`config.mk`:
```
export PLATFORM = sky130hd
export DESIGN_NAME = sub_mean_window
export DESIGN_NICKNAME = d
export VERILOG_FILES = /design/src/rtl/sub_mean_window.sv
export SDC_FILE = /design/constraint.sdc
export NUM_CORES = 1
export LEC_CHECK = 0
export ABC_AREA = 0
export CORE_ASPECT_RATIO = 0.8
export CORE_MARGIN = 5
export CORE_UTILIZATION = 56
export DETAILED_ROUTE_END_ITERATION = 12
export PLACE_DENSITY = 0.79
export SETUP_SLACK_MARGIN = 0.2
export SLEW_MARGIN = 10
export SYNTH_ARGS = -nofsm -noshare
export SYNTH_HDL_FRONTEND = slang
export SYNTH_SLANG_ARGS = --single-unit
```
`constraint.sdc`:
```
create_clock -name clk -period 4.6 [get_ports clk]
set_clock_uncertainty 0.2 [all_clocks]
set_input_delay 0.46 -clock clk [delete_from_list [all_inputs] [get_ports clk]]
set_output_delay 0.46 -clock clk [all_outputs]
set_load 0.01 [all_outputs]
```
`src/rtl/sub_mean_window.sv`:
```
// sub_mean_window: sliding-window mean removal (delayed tap minus window mean) with optional saturation
// Ports: clk, reset (async, active-high); data_in + data_valid = sample input; clear = sync flush;
//        subMean_out/subMean_valid/sat_flag = registered result pulse; window_full = window primed.
module sub_mean_window #(
    parameter int DATA_WIDTH    = 16,
    parameter int LOG2_WIN      = 4,
    parameter int CENTER_OFFSET = 8,
    parameter bit SATURATE      = 1'b1
) (
    input  logic                         clk,
    input  logic                         reset,
    input  logic signed [DATA_WIDTH-1:0] data_in,
    input  logic                         data_valid,
    input  logic                         clear,
    output logic signed [DATA_WIDTH-1:0] subMean_out,
    output logic                         subMean_valid,
    output logic                         sat_flag,
    output logic                         window_full
);
    localparam int W  = 1 << LOG2_WIN;
    localparam int SW = DATA_WIDTH + LOG2_WIN;
    typedef enum logic {FILL, RUN} state_t;
    state_t state, state_nxt;
    logic signed [DATA_WIDTH-1:0] mem [W];
    logic [LOG2_WIN-1:0] wr_ptr, rd_ptr;
    logic signed [SW-1:0] sum, sum_nxt, din_x, old_x;
    logic signed [DATA_WIDTH-1:0] tap, tap_nxt, mean, res;
    logic signed [DATA_WIDTH:0] diff;
    logic pend, accept, last_fill, emit, ovf;
    assign accept    = data_valid && !clear;
    assign last_fill = (wr_ptr == LOG2_WIN'(W - 1));
    assign emit      = accept && (state == RUN || last_fill);
    // Running sum: the sample leaving the window is read before it is overwritten; FILL never reads the buffer.
    assign din_x   = SW'(data_in);
    assign old_x   = (state == RUN) ? SW'(mem[wr_ptr]) : '0;
    assign sum_nxt = sum + din_x - old_x;
    assign rd_ptr  = wr_ptr - LOG2_WIN'(CENTER_OFFSET);
    assign tap_nxt = (CENTER_OFFSET == 0) ? data_in : mem[rd_ptr];
    // Dropping the low LOG2_WIN bits is an arithmetic shift: floor toward -inf.
    assign mean = sum[SW-1:LOG2_WIN];
    assign diff = {tap[DATA_WIDTH-1], tap} - {mean[DATA_WIDTH-1], mean};
    assign ovf  = diff[DATA_WIDTH] ^ diff[DATA_WIDTH-1];
    assign res  = (SATURATE && ovf)
                ? (diff[DATA_WIDTH] ? {1'b1, {(DATA_WIDTH-1){1'b0}}} : {1'b0, {(DATA_WIDTH-1){1'b1}}})
                : diff[DATA_WIDTH-1:0];
    always_ff @(posedge clk or posedge reset)
        if (reset) state <= FILL;
        else state <= state_nxt;
    always_comb
        state_nxt = clear ? FILL : (state == FILL && accept && last_fill) ? RUN : state;
    always_comb
        window_full = (state == RUN);
    always_ff @(posedge clk)
        if (accept) mem[wr_ptr] <= data_in;
    always_ff @(posedge clk or posedge reset)
        if (reset) begin
            wr_ptr        <= '0;
            sum           <= '0;
            tap           <= '0;
            pend          <= 1'b0;
            subMean_out   <= '0;
            subMean_valid <= 1'b0;
            sat_flag      <= 1'b0;
        end else begin
            subMean_valid <= pend && !clear;
            if (pend && !clear) begin
                subMean_out <= res;
                sat_flag    <= SATURATE && ovf;
            end
            pend <= emit;
            if (emit) tap <= tap_nxt;
            if (clear) begin
                wr_ptr <= '0;
                sum    <= '0;
            end else if (accept) begin
                wr_ptr <= wr_ptr + LOG2_WIN'(1);
                sum    <= sum_nxt;
            end
        end
endmodule

```
; Word-level counts from Yosys, hierarchy flattened
; Memory sizes are Yosys's and may differ from the RTL's. A register that Yosys moved wholly into a read port is not among the register bits.
; Index checks and enable logic that the tools add are counted.
[word_totals]
ramBits = 256
memories = 1
elab_cells = 36
in_bits = 20
register_bits = 44
out_inout_bits = 19
[memory_table]
columns = memory, depth, word_bits, read_ports, rd_ports_with_merged_regs, write_ports, line
row1 = mem, 16, 16, 2, 1, 1, 24  ; logic signed [DATA_WIDTH-1:0] mem [W];
[classes]
reduce_logical = 9
addsub = 5
n_bitwise = 2
n_eq_ne = 1
mux = 11
[ops]
columns = op, count
row1 = $mux W20, 3
row2 = $mux W16, 2
row3 = $add A20 B16 Y20, 1
row4 = $sub A20 B20 Y20, 1
row5 = $sub A16 B16 Y17, 1
row6 = $mux W4, 2
row7 = $logic_and A1 B1 Y1, 5
row8 = $add A4 B1 Y4 const B, 1
row9 = $eq A4 B4 Y1 const B, 1
row10 = $mux W1, 4
row11 = $reduce_bool A2 Y1, 2
row12 = $sub A4 B4 Y4 const B, 1
row13 = $logic_not A1 Y1, 1
row14 = $logic_or A1 B1 Y1, 1
row15 = $not A1 Y1, 1
row16 = $xor A1 B1 Y1, 1

; Longest topological paths before layout
[depth]
depth_word = 6
ltp_mapped = 19
depth_no_buf = 15

; Least setup slack after synthesis
; Ideal clock, no wire load.
[synth_path]
kind = register to register
from = register wr_ptr[0]
to = register sum[13]
period_less_slack_ps = 4708
setup_slack_ps = -108
path_stages_with_launch = 17
path_buffers = 3
required_time_ps = 4252
setup_ps = 148
arrival_ps = 4359
path_cell_list = dfrtp_1 > clkbuf_1 > buf_6 > buf_2 > mux4_2 > mux4_2 > and2_1 > fa_1 > inv_1 > ha_1 > a21oi_1 > o22ai_1 > o31ai_1 > o21ai_0 > a31oi_1 > mux2i_1 > o311ai_0
[synth_between]
elab_chain_len = 5
[synth_rtl]
columns = item, line
row1 = "start, declared", 25  ; logic [LOG2_WIN-1:0] wr_ptr, rd_ptr;
row2 = "start signal, assigned", 76  ; wr_ptr <= wr_ptr + LOG2_WIN'(1);
row3 = $mem_v2 Z16 W16, --
row4 = $mux W20, 35  ; assign old_x = (state == RUN) ? SW'(mem[wr_ptr]) : '0;
row5 = $sub A20 B20 Y20, 36  ; assign sum_nxt = sum + din_x - old_x;
row6 = $mux W20, 75  ; end else if (accept) begin
row7 = $mux W20, 72  ; if (clear) begin
row8 = "end signal, assigned", 77  ; sum <= sum_nxt;
row9 = "end, declared", 26  ; logic signed [SW-1:0] sum, sum_nxt, din_x, old_x;
; No other way between the ends. The select of a mux whose other input is x is not followed.
; A chain may end at the register's enable or synchronous reset.

; Worst setup path in the final report
[layout_path]
from = register wr_ptr[0]
to = register sum[14]
; Same word-level chain as after synthesis.

==> flow_metrics.py <==
metrics = {
    "status": {
        "status": "finished, final reports clean",
    },
    "yosys": {
        "syn_inst": 981,
        "avgSynthCellArea_um2": 15.5,
        "synth_compound_area_frac": 0.0670,
        "synth_most_common_cell": "edfxtp_1",
        "synth_edf_count": 256,
        "synth_area_leader_cell": "edfxtp_1",
        "synth_top_family_by_area": "multiplexers",
        "synth.top_cells.by_area": "edfxtp_1 50%, mux4_2 14%, dfrtp_1 9.9%",
        "synth.cell_area_um2": 15200,
        "synth_mux_area_frac": 0.156,
        "synth_seq_area_share": 0.603,
        "syn_nets": 1062,
        "yosys-top-cells-count": "256 x edfxtp_1, 94 x mux4_2, 88 x inv_1",
        "synth_xor_area_frac": 0.0145,
        "synth_adder_area_share": 0.0646,
        "synth_ff_type": "edfxtp_1",
        "ys_ff_latch": 316,
        "yosysWarnings": 0,
        "ys_types": 75,
        "synth_async_sr_flop_share": 0.190,
        "yosys.area.top_type_share": 0.505,
        "yosys.area_share.simple": 0.0579,
    },
    "clocking": {
        "cts.sinks": 316,
        "cts_buffer_depth": 3,
        "cts_tree": "built",
        "cts_max_level": 1,
        "numCtsBuffers": 31,
        "root_buffer": "clkbuf_16",
        "clk_pin_slew_ns": 0.07,
        "clkLatencyLatePin_ns": 0.56,
    },
    "drt": {
        "postRouteAntennaNets": 0,
        "vias_per_cell": 6.13,
        "first_pass_iters": 5,
        "vias": 9248,
        "wl_um": 37000,
        "dr.first_iter.drc_count": 1002,
        "drcViolationCount": 0,
        "routedWlPerCell_um": 24.5,
    },
    "global_routing": {
        "grt_pass1_wl_um": 55500,
        "first_global_vias": 9248,
        "grt_max_degree": 44,
        "antenna_found_initial": 0,
        "track_usage": 0.237,
        "grt.overflow.total": 0,
    },
    "cells_and_area": {
        "area_delta_synth_final_pct": 19.6,
        "num-nets-final": 1201,
        "n_antenna_cell": 0,
        "drive_gt1_frac": 0.288,
        "fin_util": 0.674,
    },
    "timing": {
        "min_period_ns": 4.57,
        "slew_headroom": 0.218,
        "hold_slack_ns": 0.232,
        "fin_ws_ns": 0.0334,
        "slew_violations": 0,
        "worstMarginPinSlew_ns": 1.17,
        "min_period_over_period": 0.993,
        "hold_viol_final": 0,
        "setup_violations": 0,
        "timing.fmax_ghz": 0.219,
        "rsz0062_at_grt": "true",
    },
    "setup_path": {
        "reg2reg_to": "sum[14]$_DFFE_PP0P_",
        "rr_startpoint": "wr_ptr[0]$_DFFE_PP0P_",
        "rr_worst_depth": 14,
        "endpoint_kind": "flip-flop",
        "startpoint_type": "flip-flop",
        "cp.required_ns": 4.85,
        "path_class": "reg2reg",
        "cp_max_fo": 4,
        "cp_data_arrival_time_ns": 4.82,
        "r2r_slack_ns": 0.03,
    },
    "place": {
        "hpwl_um": 24100,
        "gp_congestion": 0.901,
        "pre_cts_ws_ns": -0.173,
        "port_buffers": 38,
    },
    "power_and_ir_drop": {
        "ir_drop_mv": 0.338,
        "leakagePower_nw": 6.78,
        "p_per_area_nw_per_um2": 480,
    },
    "floorplanning": {
        "io_pins": 39,
        "dieWidth_um": 194,
        "coreArea_um2": 27000,
        "fp-row-count": 54,
        "dieArea_um2": 30600,
        "fp.dieH_um": 158,
        "start_util": 0.564,
    },
    "worst_hold_path": {
        "hold_path.class": "in2async",
    },
    "job": {
        "max_cap_viol_count": 0,
    },
}
==> repair_timing <==
| item | CTS | global route |
|---|---|---|
| resized for setup | 14 | 52 |
| endpoints found under the hold margin | 0 | 0 |
| cloned | 0 | 1 |
| pin swaps | 5 | 8 |
| endpoints found under the setup margin | 12 | 12 |
| hold buffers | 0 | 0 |
| setup buffers | 6 | 16 |
==> layout make-up <==
| type | count | area (µm²) |
|---|---|---|
| Sequential cell | 316 | 9200 |
| Multi-Input combinational cell | 531 | 5730 |
| Fill cell | 1780 | 8810 |
| Clock inverter | 14 | 198 |
| Timing Repair Buffer | 150 | 1410 |
| Clock buffer | 43 | 892 |
| Tap cell | 364 | 455 |
| Inverter | 90 | 338 |
==> stage by stage <==
stage          std cells  instance area, µm²  power (mW)  TNS (ns)
2_1_floorplan        981               15300        5.08         0
3_3_place_gp        1428               16600        5.71    -0.213
3_5_place_dp        1428               16600        5.79    -0.637
4_1_cts             1491               17800        8.52         0
5_1_grt             1508               18200        9.16    -0.318
6_report            1508               18200        8.75         0
==> worst max path at each step <==
| stage | from | endpoint | slack (ns) | depth (start not counted) |
|---|---|---|---|---|
| floorplan | wr_ptr[0]$_DFFE_PP0P_ | sum[18]$_DFFE_PP0P_ | 0.11 | 16 |
| global placement | wr_ptr[0]$_DFFE_PP0P_ | sum[18]$_DFFE_PP0P_ | -0.05 | 16 |
| detailed placement | wr_ptr[0]$_DFFE_PP0P_ | sum[18]$_DFFE_PP0P_ | -0.17 | 16 |
| CTS | wr_ptr[0]$_DFFE_PP0P_ | sum[19]$_DFFE_PP0P_ | 0.11 | 16 |
| global route | wr_ptr[0]$_DFFE_PP0P_ | sum[14]$_DFFE_PP0P_ | -0.07 | 14 |
| finish | wr_ptr[0]$_DFFE_PP0P_ | sum[14]$_DFFE_PP0P_ | 0.03 | 14 |
==> report_power, final <==
part / switching (mW) / internal (mW) / leakage [nW]
registers: 0.0443 / 3.17 / 3.11
clock network: 1.07 / 1.63 / 0.525
logic: 1.53 / 1.31 / 3.14
total: 2.65 / 6.10 / 6.78
==> placed cells by master (no fill, tap or decap), types with 7 or more instances in the layout <==
master / synthesis / final
clkbuf_16: 0 / 33
edfxtp_1: 256 / 256
and2_4: 0 / 7
clkdlybuf4s50_1: 0 / 38
mux2i_1: 10 / 10
xnor2_1: 13 / 13
nand2b_1: 7 / 7
buf_4: 1 / 92
maj3_1: 7 / 7
buf_6: 5 / 7
a21oi_1: 37 / 29
a21oi_2: 4 / 10
ha_1: 41 / 36
inv_1: 88 / 83
fa_1: 20 / 19
nand3_1: 13 / 11
xor2_1: 9 / 9
o21ai_0: 21 / 18
mux4_2: 94 / 94
o21a_1: 8 / 8
nor2_1: 43 / 42
mux2_2: 14 / 14
dfrtp_1: 60 / 58
and2_1: 34 / 27
o21ai_1: 20 / 21
buf_12: 0 / 10
nand2_1: 39 / 37
==> critical path: stages (launching register included) <==
cell	delay, ns
dfrtp_4	0.54
clkbuf_16	0.19
buf_4	0.13
mux4_2	0.47
mux4_2	0.49
and2_4	0.17
fa_1	0.52
fa_2	0.25
nor2b_4	0.05
o31a_1	0.29
o2111ai_4	0.24
a21oi_4	0.12
o211a_1	0.23
or3_1	0.31
a32o_1	0.25
==> logic make-up (layout without fill, tap and decap cells) <==
group                      after synthesis  after routing
AOI/OAI and AO/OA                      147            147
xor gates and xnor gates                23             23
adders and majority gates               68             68
buffers and inverters                  134            297
DFF                                    316            316
muxes                                  118            118
and+or+nand+nor                        175            175
==> flip-flops by register name (all words and copies together), names as in the netlist <==
register,cells
pend,1
window_full,1
sat_flag,1
wr_ptr,4
mem,256
subMean_out,16
tap,16
sum,20
subMean_valid,1
==> layer usage <==
layer,global-route usage,wire (µm),up-vias
met2,0.394,18000,393
met4,0.0512,955,0
met3,0.0394,2810,70
li1,-,-,4018
met5,0,0,-
met1,0.340,15300,4767
Note: power is estimated with default switching activity, not from simulation.
==> variant: new RTL, same flow settings <==
Set the parameter `SATURATE` to 1'b0 (it was 1'b1).
--- a/src/rtl/sub_mean_window.sv
+++ b/src/rtl/sub_mean_window.sv
@@ -5,7 +5,7 @@
     parameter int DATA_WIDTH    = 16,
     parameter int LOG2_WIN      = 4,
     parameter int CENTER_OFFSET = 8,
-    parameter bit SATURATE      = 1'b1
+    parameter bit SATURATE      = 1'b0
 ) (
     input  logic                         clk,
     input  logic                         reset,
Check against the original RTL: same outputs for any inputs over 10 cycles, from zero or initial values and one cycle with reset high; that may be too few to reach the edited logic, so the function may still have changed.
==> variant against the unedited design <==
The flow now finishes with violations (setup timing); total power is 7.8% lower; routed wire length is 3.6% lower; critical path depth is 3 higher; cell area is 4.5% lower; area after synthesis is 3.2% lower; setup slack worse by 60 ps; sequential cell count is 1 lower; first-iteration DRC count is 21% lower; critical path type unchanged.
==> variant: results (changes against the unedited design) <==
INFO  global_route   grt_util_all_layers=23.8% [was 23.7%]
INFO  synth          synth.distinct_cells=53 [was 75]
INFO  timing         finalSetupViolCount=1 [was 0]
INFO  pwr            logic_pwr_share=30.5% [was 32.5%]
INFO  placed_design  gp_congestion=0.940 [was 0.901]
INFO  pwr            power.ir.vdd_worst=0.295mV [was 0.338 mV]
INFO  synth          synth.top_cells.by_count=256 x edfxtp_1, 94 x mux4_2, 83 x inv_1 [was 256 x edfxtp_1, 94 x mux4_2, 88 x inv_1]
INFO  layout         multi_input_comb_area=0.00534mm^2 [was 0.00573 mm^2]
INFO  outcome        status=finished, violations left [was finished, final reports clean]
INFO  setup_path     timing.reg2reg.worst_path_depth=17 [was 14]
INFO  detailed_routing drt-initial-drc-count=793 [was 1002]
INFO  layout         finish.net_count=1112 [was 1201]
INFO  global_route   wire_length_of_the_first_global_routing_pass=52700um [was 55500 um]
INFO  timing         fin_worst_hold_slack=126ps [was 232 ps]
INFO  pwr            clockPowerShare=29.8% [was 30.8%]
INFO  setup_path     max_stage_delay=570ps [was 540 ps]
INFO  timing         setup_slack=-27.0ps [was 33.4 ps]
INFO  pwr            combinationalPower=2.46mW [was 2.84 mW]
INFO  detailed_routing drt-wirelength-per-cell=25.3um [was 24.5 um]
INFO  detailed_routing routed_via_density=6.11 [was 6.13]
INFO  setup_path     slowest_stage=fa_2 [was dfrtp_4]
INFO  clock_tree     cts-buffers-inserted=30 [was 31]
INFO  synth          async_reset_ff_share=18.7% [was 19.0%]
INFO  outcome        violations=setup timing
INFO  placed_design  postPlaceCellArea=0.0159mm^2 [was 0.0166 mm^2]
INFO  timing         worst_slew_margin_relative_to_its_limit=21.8% [about the same]
INFO  synth          synthTopCellsByArea=edfxtp_1 52%, mux4_2 14%, dfrtp_1 10% [was edfxtp_1 50%, mux4_2 14%, dfrtp_1 9.9%]
INFO  setup_path     crit_arrival=4870ps [was 4820 ps]
INFO  placed_design  port_buffers=37 [was 38]
INFO  global_route   grt_max_degree=33 [was 44]
INFO  placed_design  detailed_place_hpwl=22600um [was 24100 um]
INFO  setup_path     critical-path-top-delay-family=multiplexers [was compound AO/OA/AOI/OAI gates]
INFO  synth          synth_seq_area_share=62.1% [was 60.3%]
INFO  global_route   first_global_vias=8601 [was 9248]
INFO  timing         finalSetupTns=-27.0ps [was 0 ps]
INFO  pwr            switching_power=2.38mW [was 2.65 mW]
INFO  layout         drive_gt1_share=26.1% [was 28.8%]
INFO  clock_tree     worst_setup_hold_path_clk_slew=60ps
INFO  synth          total_nets_after_synthesis=1001 [was 1062]
INFO  pwr            power.static_leakage=6.37nW [was 6.78 nW]
INFO  layout         fill_cells=1750 [was 1780]
## variant: changes by cell type in the layout (fill, tap and decap cells not counted), sizes merged, moves of 6 or more
cell   change
nor3       +7
inv        -6
a21oi     -10
buf       -34
nand3      -6
maj3       -7
o21ai     -12
## variant: layer usage
| layer | track usage [%] | vias to the layer above | wire length [um] | part of all wire (%) |
|---|---|---|---|---|
| met5 | 0 | - | 0 | 0 |
| met4 | 6.50 | 0 | 1190 | 3.3 |
| met3 | 4.51 | 72 | 2960 | 8.3 |
| met2 | 38.3 | 432 | 17400 | 49 |
| met1 | 33.9 | 4393 | 14100 | 39 |
| li1 | - | 3719 | - | - |
## variant: what timing repair did
item                       CTS  global route
buffers inserted             6            11
hold endpoints to repair     0             0
setup endpoints to repair    9            13
gates resized for setup     30            44
gates cloned                 2             1
pin swaps                    7            21
## variant: final cells by class
type | instances | share of cell area [%]
sequential | 315 | 52.7
timing repair buffer | 115 | 6.73
inverter | 85 | 1.83
multi-input combinational | 485 | 30.7
clock inverter | 12 | 0.878
clock buffer | 42 | 4.57
tap | 357 | 2.57
## variant: logic make-up (layout without fill, tap and decap cells)
family / after synthesis / after routing / share of synthesized area (%)
AOI/OAI and AO/OA: 110 / 110 / 4.63
xor gates and xnor gates: 30 / 30 / 1.78
adders and majority gates: 60 / 60 / 6.11
buffers and inverters: 121 / 254 / 3.57
DFF: 315 / 315 / 62.1
muxes: 122 / 122 / 16.4
other: 1 / 1 / 0.0254
and+or+nand+nor: 162 / 162 / 5.35
## variant: metrics by stage
stage                     cells  setup slack, ps
after global placement     1337             4.91
after floorplan             921              204
after CTS                  1399             75.1
after detailed placement   1337             1.13
after global routing       1411             -137
final                      1411            -27.0
